`config.mk`:
```
export PLATFORM = sky130hd
export DESIGN_NAME = dds_sample_gen
export DESIGN_NICKNAME = d
export VERILOG_FILES = /design/src/rtl/dds_sample_gen_pkg.sv /design/src/rtl/dds_phase_acc.sv /design/src/rtl/dds_sample_gen.sv
export SDC_FILE = /design/constraint.sdc
export NUM_CORES = 1
export LEC_CHECK = 0
export CORE_ASPECT_RATIO = 0.7
export CORE_MARGIN = 2
export CORE_UTILIZATION = 25
export CTS_CLUSTER_DIAMETER = 120
export CTS_CLUSTER_SIZE = 25
export DETAILED_ROUTE_END_ITERATION = 16
export PLACE_DENSITY = 0.47
export SYNTH_ARGS = -nofsm -noshare
export SYNTH_HDL_FRONTEND = slang
export SYNTH_HIERARCHICAL = 1
export SYNTH_SLANG_ARGS = --single-unit
```
`constraint.sdc`:
```
create_clock -name Fg_CLK -period 6.3 [get_ports Fg_CLK]
set_clock_uncertainty 0.15 [all_clocks]
set_input_delay 1.26 -clock Fg_CLK [delete_from_list [all_inputs] [get_ports Fg_CLK]]
set_output_delay 1.26 -clock Fg_CLK [all_outputs]
set_load 0.1 [all_outputs]
```
`src/rtl/dds_sample_gen_pkg.sv`:
```
// rtl/dds_sample_gen_pkg.sv - shared state encoding, widths and triangle fold for the DDS sample generator
// Contents: dds_state_t (IDLE/RUN/HOLD/FLUSH), datapath widths, overrun saturation value, triangle().
package dds_sample_gen_pkg;

    localparam int PHASE_W  = 24;
    localparam int SAMPLE_W = 14;
    localparam int OVR_W    = 8;
    localparam int MODE_W   = 3;

    localparam logic [OVR_W-1:0] OVR_SAT = 8'd255;

    typedef enum logic [1:0] {
        ST_IDLE  = 2'd0,
        ST_RUN   = 2'd1,
        ST_HOLD  = 2'd2,
        ST_FLUSH = 2'd3
    } dds_state_t;

    // Upper half of the phase circle is mirrored so the output ramps up, then back down.
    function automatic logic [SAMPLE_W-1:0] triangle(input logic [PHASE_W-1:0] p);
        logic [SAMPLE_W-1:0] mag;
        mag = p[PHASE_W-2 -: SAMPLE_W];
        return p[PHASE_W-1] ? ~mag : mag;
    endfunction

endpackage

```
`src/rtl/dds_phase_acc.sv`:
```
// rtl/dds_phase_acc.sv - 24-bit phase accumulator with latched frequency word
// Ports: clk/rst_n (async active-low), clear (phase<=0), load (latch freq_word),
//        advance (phase<=phase+word), freq_word in, phase_next out (phase+word, combinational).
module dds_phase_acc
    import dds_sample_gen_pkg::*;
(
    input  logic               clk,
    input  logic               rst_n,
    input  logic               clear,
    input  logic               load,
    input  logic               advance,
    input  logic [PHASE_W-1:0] freq_word,
    output logic [PHASE_W-1:0] phase_next
);

    logic [PHASE_W-1:0] phase_q;
    logic [PHASE_W-1:0] word_q;

    // Natural modulo-2^24 wrap; no saturation.
    assign phase_next = phase_q + word_q;

    always_ff @(posedge clk or negedge rst_n) begin
        if (!rst_n) begin
            phase_q <= '0;
            word_q  <= '0;
        end else begin
            if (load) begin
                word_q <= freq_word;
            end
            if (clear) begin
                phase_q <= '0;
            end else if (advance) begin
                phase_q <= phase_next;
            end
        end
    end

endmodule

```
`src/rtl/dds_sample_gen.sv`:
```
// rtl/dds_sample_gen.sv - DDS triangle sample generator with one-deep output hold and overrun count
// Ports: Fg_CLK, Fg_RESETn (async active-low), DDSEnable (sample strobe), DDSReady (start pulse),
//        DDSMode (rate mode; change flushes), iFreqWord (phase increment), iSampleReady (accept),
//        oSample/oSampleValid (held sample), oOverrun (saturating drop count), oState (FSM debug).
module dds_sample_gen
    import dds_sample_gen_pkg::*;
(
    input  logic                Fg_CLK,
    input  logic                Fg_RESETn,
    input  logic                DDSEnable,
    input  logic                DDSReady,
    input  logic [MODE_W-1:0]   DDSMode,
    input  logic [PHASE_W-1:0]  iFreqWord,
    input  logic                iSampleReady,
    output logic [SAMPLE_W-1:0] oSample,
    output logic                oSampleValid,
    output logic [OVR_W-1:0]    oOverrun,
    output logic [1:0]          oState
);

    dds_state_t          state_q;
    dds_state_t          state_d;
    logic [MODE_W-1:0]   mode_q;
    logic [SAMPLE_W-1:0] sample_q;
    logic                valid_q;
    logic [OVR_W-1:0]    ovr_q;
    logic [PHASE_W-1:0]  phase_next;

    logic mode_chg;
    logic accept;
    logic acc_clear;
    logic acc_load;
    logic acc_advance;
    logic smp_load;
    logic smp_drop;
    logic ovr_inc;

    assign mode_chg = (DDSMode != mode_q);
    assign accept   = valid_q & iSampleReady;

    dds_phase_acc u_acc (
        .clk        (Fg_CLK),
        .rst_n      (Fg_RESETn),
        .clear      (acc_clear),
        .load       (acc_load),
        .advance    (acc_advance),
        .freq_word  (iFreqWord),
        .phase_next (phase_next)
    );

    always_ff @(posedge Fg_CLK or negedge Fg_RESETn) begin
        if (!Fg_RESETn) begin
            state_q <= ST_IDLE;
        end else begin
            state_q <= state_d;
        end
    end

    // A mode change outranks any strobe or acceptance on the same edge.
    always_comb begin
        state_d = state_q;
        case (state_q)
            ST_IDLE:  if (DDSReady) state_d = ST_RUN;
            ST_RUN: begin
                if (mode_chg)       state_d = ST_FLUSH;
                else if (DDSEnable) state_d = ST_HOLD;
            end
            ST_HOLD: begin
                if (mode_chg)                    state_d = ST_FLUSH;
                else if (accept && !DDSEnable)   state_d = ST_RUN;
            end
            ST_FLUSH: state_d = ST_RUN;
            default:  state_d = ST_IDLE;
        endcase
    end

    // Flush work (clear phase, relatch word, drop sample) happens on the edge that
    // enters FLUSH, so the FLUSH cycle itself is a dead cycle that ignores strobes.
    always_comb begin
        acc_clear   = 1'b0;
        acc_load    = 1'b0;
        acc_advance = 1'b0;
        smp_load    = 1'b0;
        smp_drop    = 1'b0;
        ovr_inc     = 1'b0;
        case (state_q)
            ST_IDLE: begin
                if (DDSReady) begin
                    acc_clear = 1'b1;
                    acc_load  = 1'b1;
                end
            end
            ST_RUN: begin
                if (mode_chg) begin
                    acc_clear = 1'b1;
                    acc_load  = 1'b1;
                    smp_drop  = 1'b1;
                end else if (DDSEnable) begin
                    acc_advance = 1'b1;
                    smp_load    = 1'b1;
                end
            end
            ST_HOLD: begin
                if (mode_chg) begin
                    acc_clear = 1'b1;
                    acc_load  = 1'b1;
                    smp_drop  = 1'b1;
                end else if (DDSEnable) begin
                    // The phase keeps moving even when the new sample has nowhere to go.
                    acc_advance = 1'b1;
                    smp_load    = accept;
                    ovr_inc     = !accept;
                end else if (accept) begin
                    smp_drop = 1'b1;
                end
            end
            default: ;
        endcase
    end

    always_ff @(posedge Fg_CLK or negedge Fg_RESETn) begin
        if (!Fg_RESETn) begin
            mode_q   <= '0;
            sample_q <= '0;
            valid_q  <= 1'b0;
            ovr_q    <= '0;
        end else begin
            mode_q <= DDSMode;
            if (smp_load) begin
                sample_q <= triangle(phase_next);
                valid_q  <= 1'b1;
            end else if (smp_drop) begin
                valid_q <= 1'b0;
            end
            if (ovr_inc && (ovr_q != OVR_SAT)) begin
                ovr_q <= ovr_q + 1'b1;
            end
        end
    end

    assign oSample      = sample_q;
    assign oSampleValid = valid_q;
    assign oOverrun     = ovr_q;
    assign oState       = state_q;

endmodule

```
# == Word level (Yosys, flattened, before mapping) ==
# Cells that the tools add are included.
# W data, S select, Z words.
# totals
wordCells,55
inputBits,32
register_bits,76
out_inout_bits,25
# classes
reduce_logical,9
mux,27
n_bitwise,2
addsub,2
eq_ne,8
# ops
operator,count
$mux W24,2
$add A24 B24 Y24,1
$mux W1,15
$mux W14,1
$not A14 Y14,1
$mux W2,5
$add A8 B1 Y8 const B,1
$ne A8 B8 Y1 const B,1
$pmux W2 S4,1
$ne A3 B3 Y1 const B,2
$pmux W1 S2,3
$eq A2 B2 Y1 const B,2
$reduce_bool A2 Y1,2
$ne A3 B3 Y1,1
$reduce_and A3 Y1,1
$eq A2 B1 Y1 const B,1
$logic_and A1 B1 Y1,2
$logic_not A1 Y1,2
$logic_not A2 Y1,1
$ne A2 B2 Y1 const B,1
$reduce_or A2 Y1,1
$and A1 B1 Y1,1

# == Depth between registers and ports, before layout ==
# Gate-level depths: netlist of the first run.
# logic_depth
depth_word,7
ltp_mapped,13
mapped_depth_nobuf,12

# == Hierarchy ==
# The synthesis of the first run kept the hierarchy.
# by_module_without_submodules
module,cells_each,seq_area_each_um2,instances,area_per_inst_um2
dds_phase_acc,312,1201.2,1,3158.0
dds_sample_gen,130,700.7,1,1425.1

# == Worst setup path before layout of the first run ==
# No wires, ideal clock.
# synth_timing
path_type,input to register
startpoint,input DDSMode[0]
endpoint,register u_acc.phase_q[22]
t_arrival_ns,2.832
cell_stages,8
required_ns,6.084
setup_ns,0.066
slack_ns,3.252
n_path_buf,2
cell_sequence,xnor2_1 nand3_4 nor2_1 clkbuf_1 buf_1 nor3b_1 a22oi_1 nand2_1
# synth_via
elab_chain_cells,4
elab_cells_between_ends,7
cone_classes,1 x eq/ne; 5 x mux; 1 x reduce/logical
# synth_lines
item,line_no,source
"start, declared",dds_sample_gen.sv:12,"input logic [MODE_W-1:0] DDSMode,"
$ne A3 B3 Y1,dds_sample_gen.sv:38,assign mode_chg = (DDSMode != mode_q);
$mux W1,dds_sample_gen.sv:104,if (mode_chg) begin
$mux W1,n/a,
net acc_advance,dds_sample_gen.sv:33,logic acc_advance;
$reduce_bool A2 Y1 (no source line),n/a,
"end signal, assigned",dds_phase_acc.sv:33,phase_q <= phase_next;
"end, declared",dds_phase_acc.sv:16,logic [PHASE_W-1:0] phase_q;
# The timed path passes the listed nets, and every way through them passes these cells.
# A chain may end at the register's enable or synchronous reset.

# == Worst setup path in the final report of the first run ==
# layout_timing
startpoint,input DDSMode[0]
endpoint,register u_acc.phase_q[19]
# layout_via
elab_chain_cells,4
elab_cells_between_ends,7
cone_classes,1 x eq/ne; 5 x mux; 1 x reduce/logical
# layout_lines
item,line_no,source
$ne A3 B3 Y1 (*),dds_sample_gen.sv:38,
$mux W1 (*),"dds_sample_gen.sv:94, dds_sample_gen.sv:104",
$pmux W1 S2 (*),dds_sample_gen.sv:86,case (state_q)
net acc_clear,dds_sample_gen.sv:31,logic acc_clear;
$mux W24 / $reduce_bool A2 Y1 (equally long branches),n/a,
# Mark *: on every way through the listed nets, which the timed path passes. The rest lies on a longest branch.

==> results of run 1 <==
==> worst max path at each step <==
stage                          start                end  slack (ns)  cells after the start
after global routing      DDSMode[1]  u_acc/phase_q[19]        2.33                      8
after detailed placement  DDSMode[1]  u_acc/phase_q[19]        2.16                      8
final                     DDSMode[0]  u_acc/phase_q[19]        2.54                      8
after global placement    DDSMode[2]  u_acc/phase_q[19]        2.26                      8
after floorplan           DDSMode[0]  u_acc/phase_q[22]        3.25                      8
after CTS                 DDSMode[1]  u_acc/phase_q[19]        2.51                      8
==> metal layers <==
layer	vias to the layer above	wire length (microns)	track usage [%]
met2	91	4110	16.0
li1	1692	-	-
met5	-	0	0
met1	1626	6030	18.1
met3	11	621	3.43
met4	0	129	3.48
==> power by group through the flow <==
stage	clock network (mW)	registers [mW]	logic, mW
final	0.513	0.774	1.84
after global routing	0.551	0.799	2.00
after CTS	0.534	0.779	1.86
after detailed placement	0	0.787	1.85
after global placement	0	0.781	1.82
after floorplan	0	1.17	1.01
==> area by class of cell <==
type	instances	area (sq um)	share of cell area [%]
multi-input cells	338	2550	45.1
flip-flops and latches	76	1900	33.6
repair buffers	59	581	10.3
well taps	236	295	5.22
clock buffers	9	225	3.98
clock inverters	6	66.3	1.17
inverters	9	33.8	0.597
==> registers in the layout (all words and copies together) (netlist names) <==
register / count
oState: 2
u_acc/phase_q: 24
mode_q: 3
u_acc/word_q: 24
oSampleValid: 1
oSample: 14
oOverrun: 8
==> stage by stage <==
| stage | hold slack (ns) | setup slack [ns] | cells | power, mW |
|---|---|---|---|---|
| 3_5_place_dp | 0.342 | 2.16 | 718 | 2.63 |
| 4_1_cts | 0.358 | 2.51 | 733 | 3.17 |
| 5_1_grt | 0.387 | 2.33 | 733 | 3.35 |
| 2_1_floorplan | 0.316 | 3.25 | 441 | 2.18 |
| 6_report | 0.357 | 2.54 | 733 | 3.13 |
| 3_3_place_gp | 0.344 | 2.26 | 718 | 2.60 |
==> worst max-delay path: stages <==
cell and delay [ns]:
clkdlybuf4s50_1 0.45, xnor2_1 0.26, nand3_4 0.21, a22oi_1 0.31, nor2_4 0.20, nor2_1 0.79, a21boi_0 0.23, o211ai_1 0.13
==> flow_metrics.env, run 1 <==
export IMPL_hold_viol=0
export IMPL_post_route_period_util_pct=59.7
export IMPL_h_tree_depth=3
export IMPL_worst_pin_slew_ns=1.02
export IMPL_synth_avg_cell_area_sq_um=10.4
export IMPL_clock_path_buffers=2
export IMPL_reg2reg_to="oSample[4]"
export IMPL_area_growth_syn_to_layout_pct=23.5
export IMPL_gr_total_overflow=0
export IMPL_grtUsageTotal_pct=11.9
export IMPL_clkTransAtPathRegs_ns=0.06
export IMPL_clock_latency_ns=0.34
export IMPL_clockPowerShare_pct=16.4
export IMPL_power_density_nw_per_um2=553
export IMPL_antenna_found_initial=0
export IMPL_cts_sinks=76
export IMPL_hp_start="u_acc/phase_q[16]"
export IMPL_cts_resized=0
export IMPL_cts_root_buffer="clkbuf_16"
export IMPL_gp_congestion=0.842
export IMPL_layout_commonest_cell="dfrtp_1"
export IMPL_fin_nets=554
export IMPL_finalSetupTns_ns=0
export IMPL_seq_power_share_pct=24.8
export IMPL_r2r_slack_ns=3.12
export IMPL_cts_setup_buffers=0
export IMPL_ys_warn_count=6
export IMPL_worstSetupEndpointType="flop"
export IMPL_cp_arrival_ns=3.87
export IMPL_whs_endpoint="u_acc/phase_q[16]"
export IMPL_timing_max_cap_violations=0
export IMPL_critPathMaxFanout=25
export IMPL_finalSetupViolCount=0
export IMPL_dr_first_iter_drc_count=199
export IMPL_slew_headroom_pct=32.1
export IMPL_cts_hold_buf=0
export IMPL_dp_hpwl_mm=8.02
export IMPL_r2r_start="u_acc/phase_q[1]"
export IMPL_route_vias_total=3420
export IMPL_drive_gt1_share_pct=12.3
export IMPL_grt_pass1_wl_mm=18.1
export IMPL_most_common_layout_cells="dfrtp_1 (76), clkdlybuf4s50_1 (55), nor2_1 (41)"
export IMPL_routedWlPerCell_microns=14.8
export IMPL_cts_tree="done"
export IMPL_io_pins=57
export IMPL_run_status="completed"
export IMPL_fin_util_pct=31.4
export IMPL_power_leakage_nw=2.47
export IMPL_critPathLaunchType="input port"
export IMPL_grt_pass1_vias=3354
export IMPL_die_h_microns=117
export IMPL_vias_per_cell=4.67
export IMPL_placement_rows=41
export IMPL_antennaDiodeCount=0
export IMPL_layout_min_cycle_time_ns=3.76
export IMPL_nFillCells=1832
export IMPL_numCtsBuffers=9
export IMPL_sw_frac_of_total_pct=48.4
export IMPL_dpl_cell_area_sq_um=5360
export IMPL_finalWirelength_mm=10.9
export IMPL_fin_area_sq_um=5660
export IMPL_reg2reg_depth=11
export IMPL_core_area_sq_um=18000
export IMPL_io_buffers=56
export IMPL_grt_max_degree=77
export IMPL_p_comb_share_pct=58.8
export IMPL_die_area_sq_um=19400
export IMPL_drc_errors=0
export IMPL_peakVddDrop_mv=0.401
export IMPL_die_x_microns=166
export IMPL_synth_fp_nets=502
export IMPL_switchingPower_mw=1.51
export IMPL_drv_slew=0
export IMPL_required_ns=6.41
export IMPL_crit_type="in2reg"
export IMPL_max_clock_freq_mhz=266
export IMPL_detail_route_antenna_nets=0
export IMPL_drtPass1Iterations=4
export IMPL_rsz0062_at_grt="no"
export IMPL_initial_core_util_pct=25.4
export IMPL_internal_power_mw=1.61
export IMPL_synth_area_sq_um=4580
export IMPL_min_path_cells=1
export IMPL_worst_hold_path_type="reg2reg"
export IMPL_syn_inst=441
Note: power is estimated with default switching activity, not from simulation.
==> run 2: changes to the inputs <==
- clock period: 6.3 -> 3.7 ns (I/O delays scaled with it)
==> run 2 against run 1 <==
- wire length rose by 1.8%
- design area rose by 0.91%
- total power rose by 73%
- register-to-register slack got worse by 2.7 ns
- cell count rose by 0.95%
- setup slack got worse by 2.1 ns
- non-clock buffer count rose by 6
- combinational power rose by 73%
- clock power rose by 80%
- global-route usage rose by 0.095 points
- critical path type is now reg2reg
- largest cell class unchanged
- highest routed layer unchanged
==> flow_metrics.env, run 2 (synthesized netlist as in run 1, its figures left out) <==
export IMPL_run_status="completed"
export IMPL_drtPass1Iterations=6
export IMPL_min_path_cells=1
export IMPL_ff_latch_area_sq_um=1900
export IMPL_placement_rows=41
export IMPL_die_h_microns=117
export IMPL_gp_congestion=0.815
export IMPL_io_pins=57
export IMPL_rsz0062_at_grt="no"
export IMPL_r2r_slack_ns=0.39
export IMPL_routedWlPerCell_microns=15.0
export IMPL_drv_slew=0
export IMPL_place_worst_setup_slack_ns=0.380
export IMPL_h_tree_depth=3
export IMPL_layout_min_cycle_time_ns=3.31
export IMPL_switchingPower_mw=2.60
export IMPL_cts_sinks=76
export IMPL_sw_frac_of_total_pct=48.0
export IMPL_max_clock_freq_mhz=302
export IMPL_multiInputGateArea_sq_um=2550
export IMPL_clockPowerShare_pct=17.0
export IMPL_p_comb_share_pct=58.6
export IMPL_power_leakage_nw=2.51
export IMPL_finalSetupTns_ns=0
export IMPL_antennaDiodeCount=0
export IMPL_fin_util_pct=31.7
export IMPL_dp_hpwl_mm=8.37
export IMPL_core_area_sq_um=18000
export IMPL_detail_route_antenna_nets=0
export IMPL_hp_start="u_acc/phase_q[18]"
export IMPL_layout_commonest_cell="dfrtp_1"
export IMPL_reg2reg_to="oSample[12]"
export IMPL_gr_total_overflow=0
export IMPL_fin_ws_ns=0.389
export IMPL_critPathMaxFanout=8
export IMPL_grt_pass1_wl_mm=18.4
export IMPL_holdWs_ns=0.358
export IMPL_seq_power_share_pct=24.3
export IMPL_die_area_sq_um=19400
export IMPL_cts_tree="done"
export IMPL_initial_core_util_pct=25.4
export IMPL_worst_pin_slew_ns=1.02
export IMPL_post_route_period_util_pct=89.5
export IMPL_route_vias_total=3426
export IMPL_slew_headroom_pct=31.7
export IMPL_finalSetupViolCount=0
export IMPL_power_density_nw_per_um2=949
export IMPL_clock_latency_ns=0.34
export IMPL_crit_type="reg2reg"
export IMPL_cts_hold_buf=0
export IMPL_drc_errors=0
export IMPL_numCtsBuffers=9
export IMPL_drive_gt1_share_pct=14.5
export IMPL_peakVddDrop_mv=0.738
export IMPL_reg2reg_depth=11
export IMPL_timing_max_cap_violations=0
export IMPL_grtUsageTotal_pct=12.0
export IMPL_antenna_found_initial=0
export IMPL_cts_setup_buffers=0
export IMPL_critPathLaunchType="flop"
export IMPL_dr_first_iter_drc_count=184
export IMPL_r2r_start="u_acc/phase_q[1]"
export IMPL_required_ns=3.76
export IMPL_fin_nets=560
export IMPL_grt_pass1_vias=3501
export IMPL_clock_path_buffers=2
export IMPL_total_power_mw=5.41
export IMPL_vias_per_cell=4.63
export IMPL_nFillCells=1861
export IMPL_io_buffers=56
export IMPL_finalWirelength_mm=11.1
export IMPL_area_growth_syn_to_layout_pct=24.6
export IMPL_cts_root_buffer="clkbuf_16"
export IMPL_cts_resized=0
export IMPL_cp_arrival_ns=3.37
export IMPL_grt_max_degree=77
export IMPL_worstSetupEndpointType="flop"
export IMPL_hold_viol=0
export IMPL_whs_endpoint="u_acc/phase_q[18]"
export IMPL_internal_power_mw=2.81
export IMPL_most_common_layout_cells="dfrtp_1 (76), clkdlybuf4s50_1 (50), nor2_1 (41)"
export IMPL_worst_hold_path_type="reg2reg"
export IMPL_clkTransAtPathRegs_ns=0.07
export IMPL_die_x_microns=166
run 2: layout make-up:
| type | count | share of cell area, % |
|---|---|---|
| Timing Repair Buffer | 65 | 10.7 |
| Clock buffer | 10 | 4.19 |
| Tap cell | 236 | 5.17 |
| Inverter | 9 | 0.592 |
| Clock inverter | 6 | 1.25 |
| Multi-Input combinational cell | 338 | 44.7 |
| Sequential cell | 76 | 33.3 |
run 2: how the worst max path moves through the flow:
| stage | from | to | slack, ns |
|---|---|---|---|
| floorplan | u_acc/phase_q[1] | oSample[2] | 0.66 |
| global placement | u_acc/phase_q[1] | oSample[7] | 0.44 |
| detailed placement | u_acc/phase_q[1] | oSample[6] | 0.38 |
| CTS | u_acc/phase_q[1] | oSample[6] | 0.37 |
| global route | u_acc/phase_q[1] | oSample[6] | 0.14 |
| finish | u_acc/phase_q[1] | oSample[12] | 0.39 |
run 2: power groups by stage:
stage               clock, mW  sequential, mW  combinational [mW]
finish                  0.921            1.32                3.18
global route            0.994            1.36                3.44
CTS                     0.949            1.33                3.20
detailed placement          0            1.34                3.18
global placement            0            1.33                3.16
floorplan                   0            2.00                1.72
run 2: metrics by stage:
step / instance area (sq um) / instances
after floorplan: 4580 / 441
after global placement: 5400 / 724
after detailed placement: 5400 / 724
after CTS: 5710 / 740
after global routing: 5710 / 740
final: 5710 / 740
run 2: worst max-delay path, cell delays in order (launching register included):
cell and delay (ns):
dfrtp_1 0.40, ha_1 0.33, a211oi_2 0.21, nor2_1 0.10, o31a_1 0.31, a221o_1 0.39, a21oi_2 0.22, xor2_1 0.11
xnor2_1 0.44, buf_4 0.29, xnor2_1 0.15, a21oi_1 0.09
run 2: layer usage:
layer	wire length, microns	part of all wire [%]	vias to the layer above	global-route usage, %
met1	5940	54	1621	17.9
met5	0	0	-	0
met4	93	0.84	0	3.25
li1	-	-	1705	-
met3	769	6.9	10	3.40
met2	4280	39	90	16.8
==> run 3: changes to the inputs <==
- GPL_TIMING_DRIVEN: not set -> 0
- MAX_ROUTING_LAYER: not set -> met4
==> run 3 against run 2 <==
- sequential share of layout area fell by 0.25 points
- critical path type unchanged
- maximum frequency down 0.63%
- flip-flop and latch count is the same
- first-iteration DRC count up 6.0%
- global-route usage is 1.1 points higher
- non-clock buffer count grew 10
- wire length up 4.4%
==> flow_metrics.env, run 3 (synthesized netlist as in run 1, its figures left out) <==
export IMPL_crit_type="reg2reg"
export IMPL_io_pins=57
export IMPL_core_area_sq_um=18000
export IMPL_startpoint="u_acc/phase_q[1]"
export IMPL_clkTransAtPathRegs_ns=0.07
export IMPL_cts_resized=0
export IMPL_h_tree_depth=3
export IMPL_drtPass1Iterations=4
export IMPL_drc_errors=0
export IMPL_final_cells=750
export IMPL_endpoint="oSample[8]"
export IMPL_placement_rows=41
export IMPL_crit_chain="ha_1 > a211oi_2 > nor2_1 > o31a_1 > a221o_1 > a21oi_2 > xor2_1 > xnor2_1 > buf_2 > buf_2 > xnor2_1 > a21oi_1"
export IMPL_dp_hpwl_mm=8.89
export IMPL_timing_max_cap_violations=0
export IMPL_cpPeakStageDelay_ns=0.41
export IMPL_detail_route_antenna_nets=0
export IMPL_critPathLaunchType="flop"
export IMPL_max_clock_freq_mhz=300
export IMPL_worstSetupEndpointType="flop"
export IMPL_worst_hold_path_type="in2async"
export IMPL_layout_min_cycle_time_ns=3.33
export IMPL_hold_viol=0
export IMPL_io_buffers=56
export IMPL_power_density_nw_per_um2=935
export IMPL_fin_ws_ns=0.368
export IMPL_slowest_stage="dfrtp_1"
export IMPL_die_h_microns=117
export IMPL_gr_total_overflow=0
export IMPL_die_area_sq_um=19400
export IMPL_numCtsBuffers=9
export IMPL_r2r_start="u_acc/phase_q[1]"
export IMPL_grtUsageTotal_pct=13.1
export IMPL_power_leakage_nw=2.50
export IMPL_peakVddDrop_mv=0.700
export IMPL_route_vias_total=3520
export IMPL_cts_sinks=76
export IMPL_drv_slew=0
export IMPL_antennaDiodeCount=0
export IMPL_cp_arrival_ns=3.42
export IMPL_area_growth_syn_to_layout_pct=25.6
export IMPL_fin_area_sq_um=5750
export IMPL_dr_first_iter_drc_count=195
export IMPL_fin_nets=570
export IMPL_drive_gt1_share_pct=12.3
export IMPL_worst_pin_slew_ns=1.02
export IMPL_dpl_cell_area_sq_um=5460
export IMPL_antenna_found_initial=0
export IMPL_clock_latency_ns=0.35
export IMPL_routedWlPerCell_microns=15.4
export IMPL_finalWirelength_mm=11.6
export IMPL_place_worst_setup_slack_ns=0.0347
export IMPL_post_route_period_util_pct=90.0
export IMPL_layout_commonest_cell="dfrtp_1"
export IMPL_critPathMaxFanout=10
export IMPL_holdWs_ns=0.208
export IMPL_cts_root_buffer="clkbuf_16"
export IMPL_cts_hold_buf=0
export IMPL_cts_tree="done"
export IMPL_initial_core_util_pct=25.4
export IMPL_rsz0062_at_grt="no"
export IMPL_run_status="completed"
export IMPL_required_ns=3.79
export IMPL_grt_pass1_wl_mm=19.1
export IMPL_reg2reg_to="oSample[8]"
export IMPL_grt_pass1_vias=3590
export IMPL_grt_max_degree=42
export IMPL_reg2reg_depth=12
export IMPL_slew_headroom_pct=31.9
export IMPL_most_common_layout_cells="dfrtp_1 (76), clkdlybuf4s50_1 (55), nor2_1 (43)"
export IMPL_clock_path_buffers=2
export IMPL_dp_cells=734
export IMPL_r2r_slack_ns=0.37
export IMPL_finalSetupViolCount=0
export IMPL_gp_congestion=0.830
export IMPL_vias_per_cell=4.69
export IMPL_cts_setup_buffers=0
export IMPL_die_x_microns=166
[run 3: cell types whose count changed in the layout (fill, tap and decap cells not counted), sizes merged]
cell,change
buf,-6
bufinv,-1
clkbuf,+10
clkdlybuf4s50,+5
clkinvlp,-1
inv,+3
[run 3: worst min-delay path by stage]
stage / from / endpoint / slack, ns / cells after the start
2_1_floorplan: Fg_RESETn / mode_q[0] / 0.29 / 0
3_3_place_gp: u_acc/phase_q[13] / u_acc/phase_q[13] / 0.34 / 1
3_5_place_dp: u_acc/phase_q[13] / u_acc/phase_q[13] / 0.35 / 1
4_1_cts: Fg_RESETn / u_acc/phase_q[17] / 0.22 / 1
5_1_grt: Fg_RESETn / u_acc/phase_q[17] / 0.24 / 1
6_report: Fg_RESETn / u_acc/phase_q[17] / 0.21 / 1
[run 3: layer usage]
layer  global-route usage (%)  part of all wire (%)  wire length (microns)
met5                        -                     0                      0
met4                     4.35                   1.5                    178
met3                     3.63                   4.6                    528
met2                     17.7                    39                   4510
met1                     18.7                    55                   6350
[run 3: layout make-up]
class	count	area (sq um)
fill	1834	12300
multi-input combinational	338	2540
sequential	76	1900
timing repair buffer	57	586
tap	236	295
clock buffer	9	225
buffer	18	101
clock inverter	7	65.1
inverter	9	33.8
[run 3: worst max-delay path: cells and delay by family, from the launching register on]
family / cells / cell delay (ns)
simple gates: 1 / 0.10
compound gates: 5 / 1.26
xor+xnor: 3 / 0.48
fa+ha+maj: 1 / 0.33
buf+inv: 2 / 0.48
flops: 1 / 0.41
[run 3: metrics by stage]
| step | setup TNS (ns) | total power [mW] | utilization (%) |
|---|---|---|---|
| 4_1_cts | 0 | 5.43 | 31.9 |
| 3_3_place_gp | -89.91 | 4.48 | 30.2 |
| 5_1_grt | 0 | 5.77 | 31.9 |
| 6_report | 0 | 5.38 | 31.9 |
| 3_5_place_dp | 0 | 4.53 | 30.3 |
| 2_1_floorplan | 0 | 3.71 | - |
[run 3: power by group]
part / switching [mW] / internal [mW]
clock: 0.404 / 0.472
sequential: 0.200 / 1.12
combinational: 2.06 / 1.13
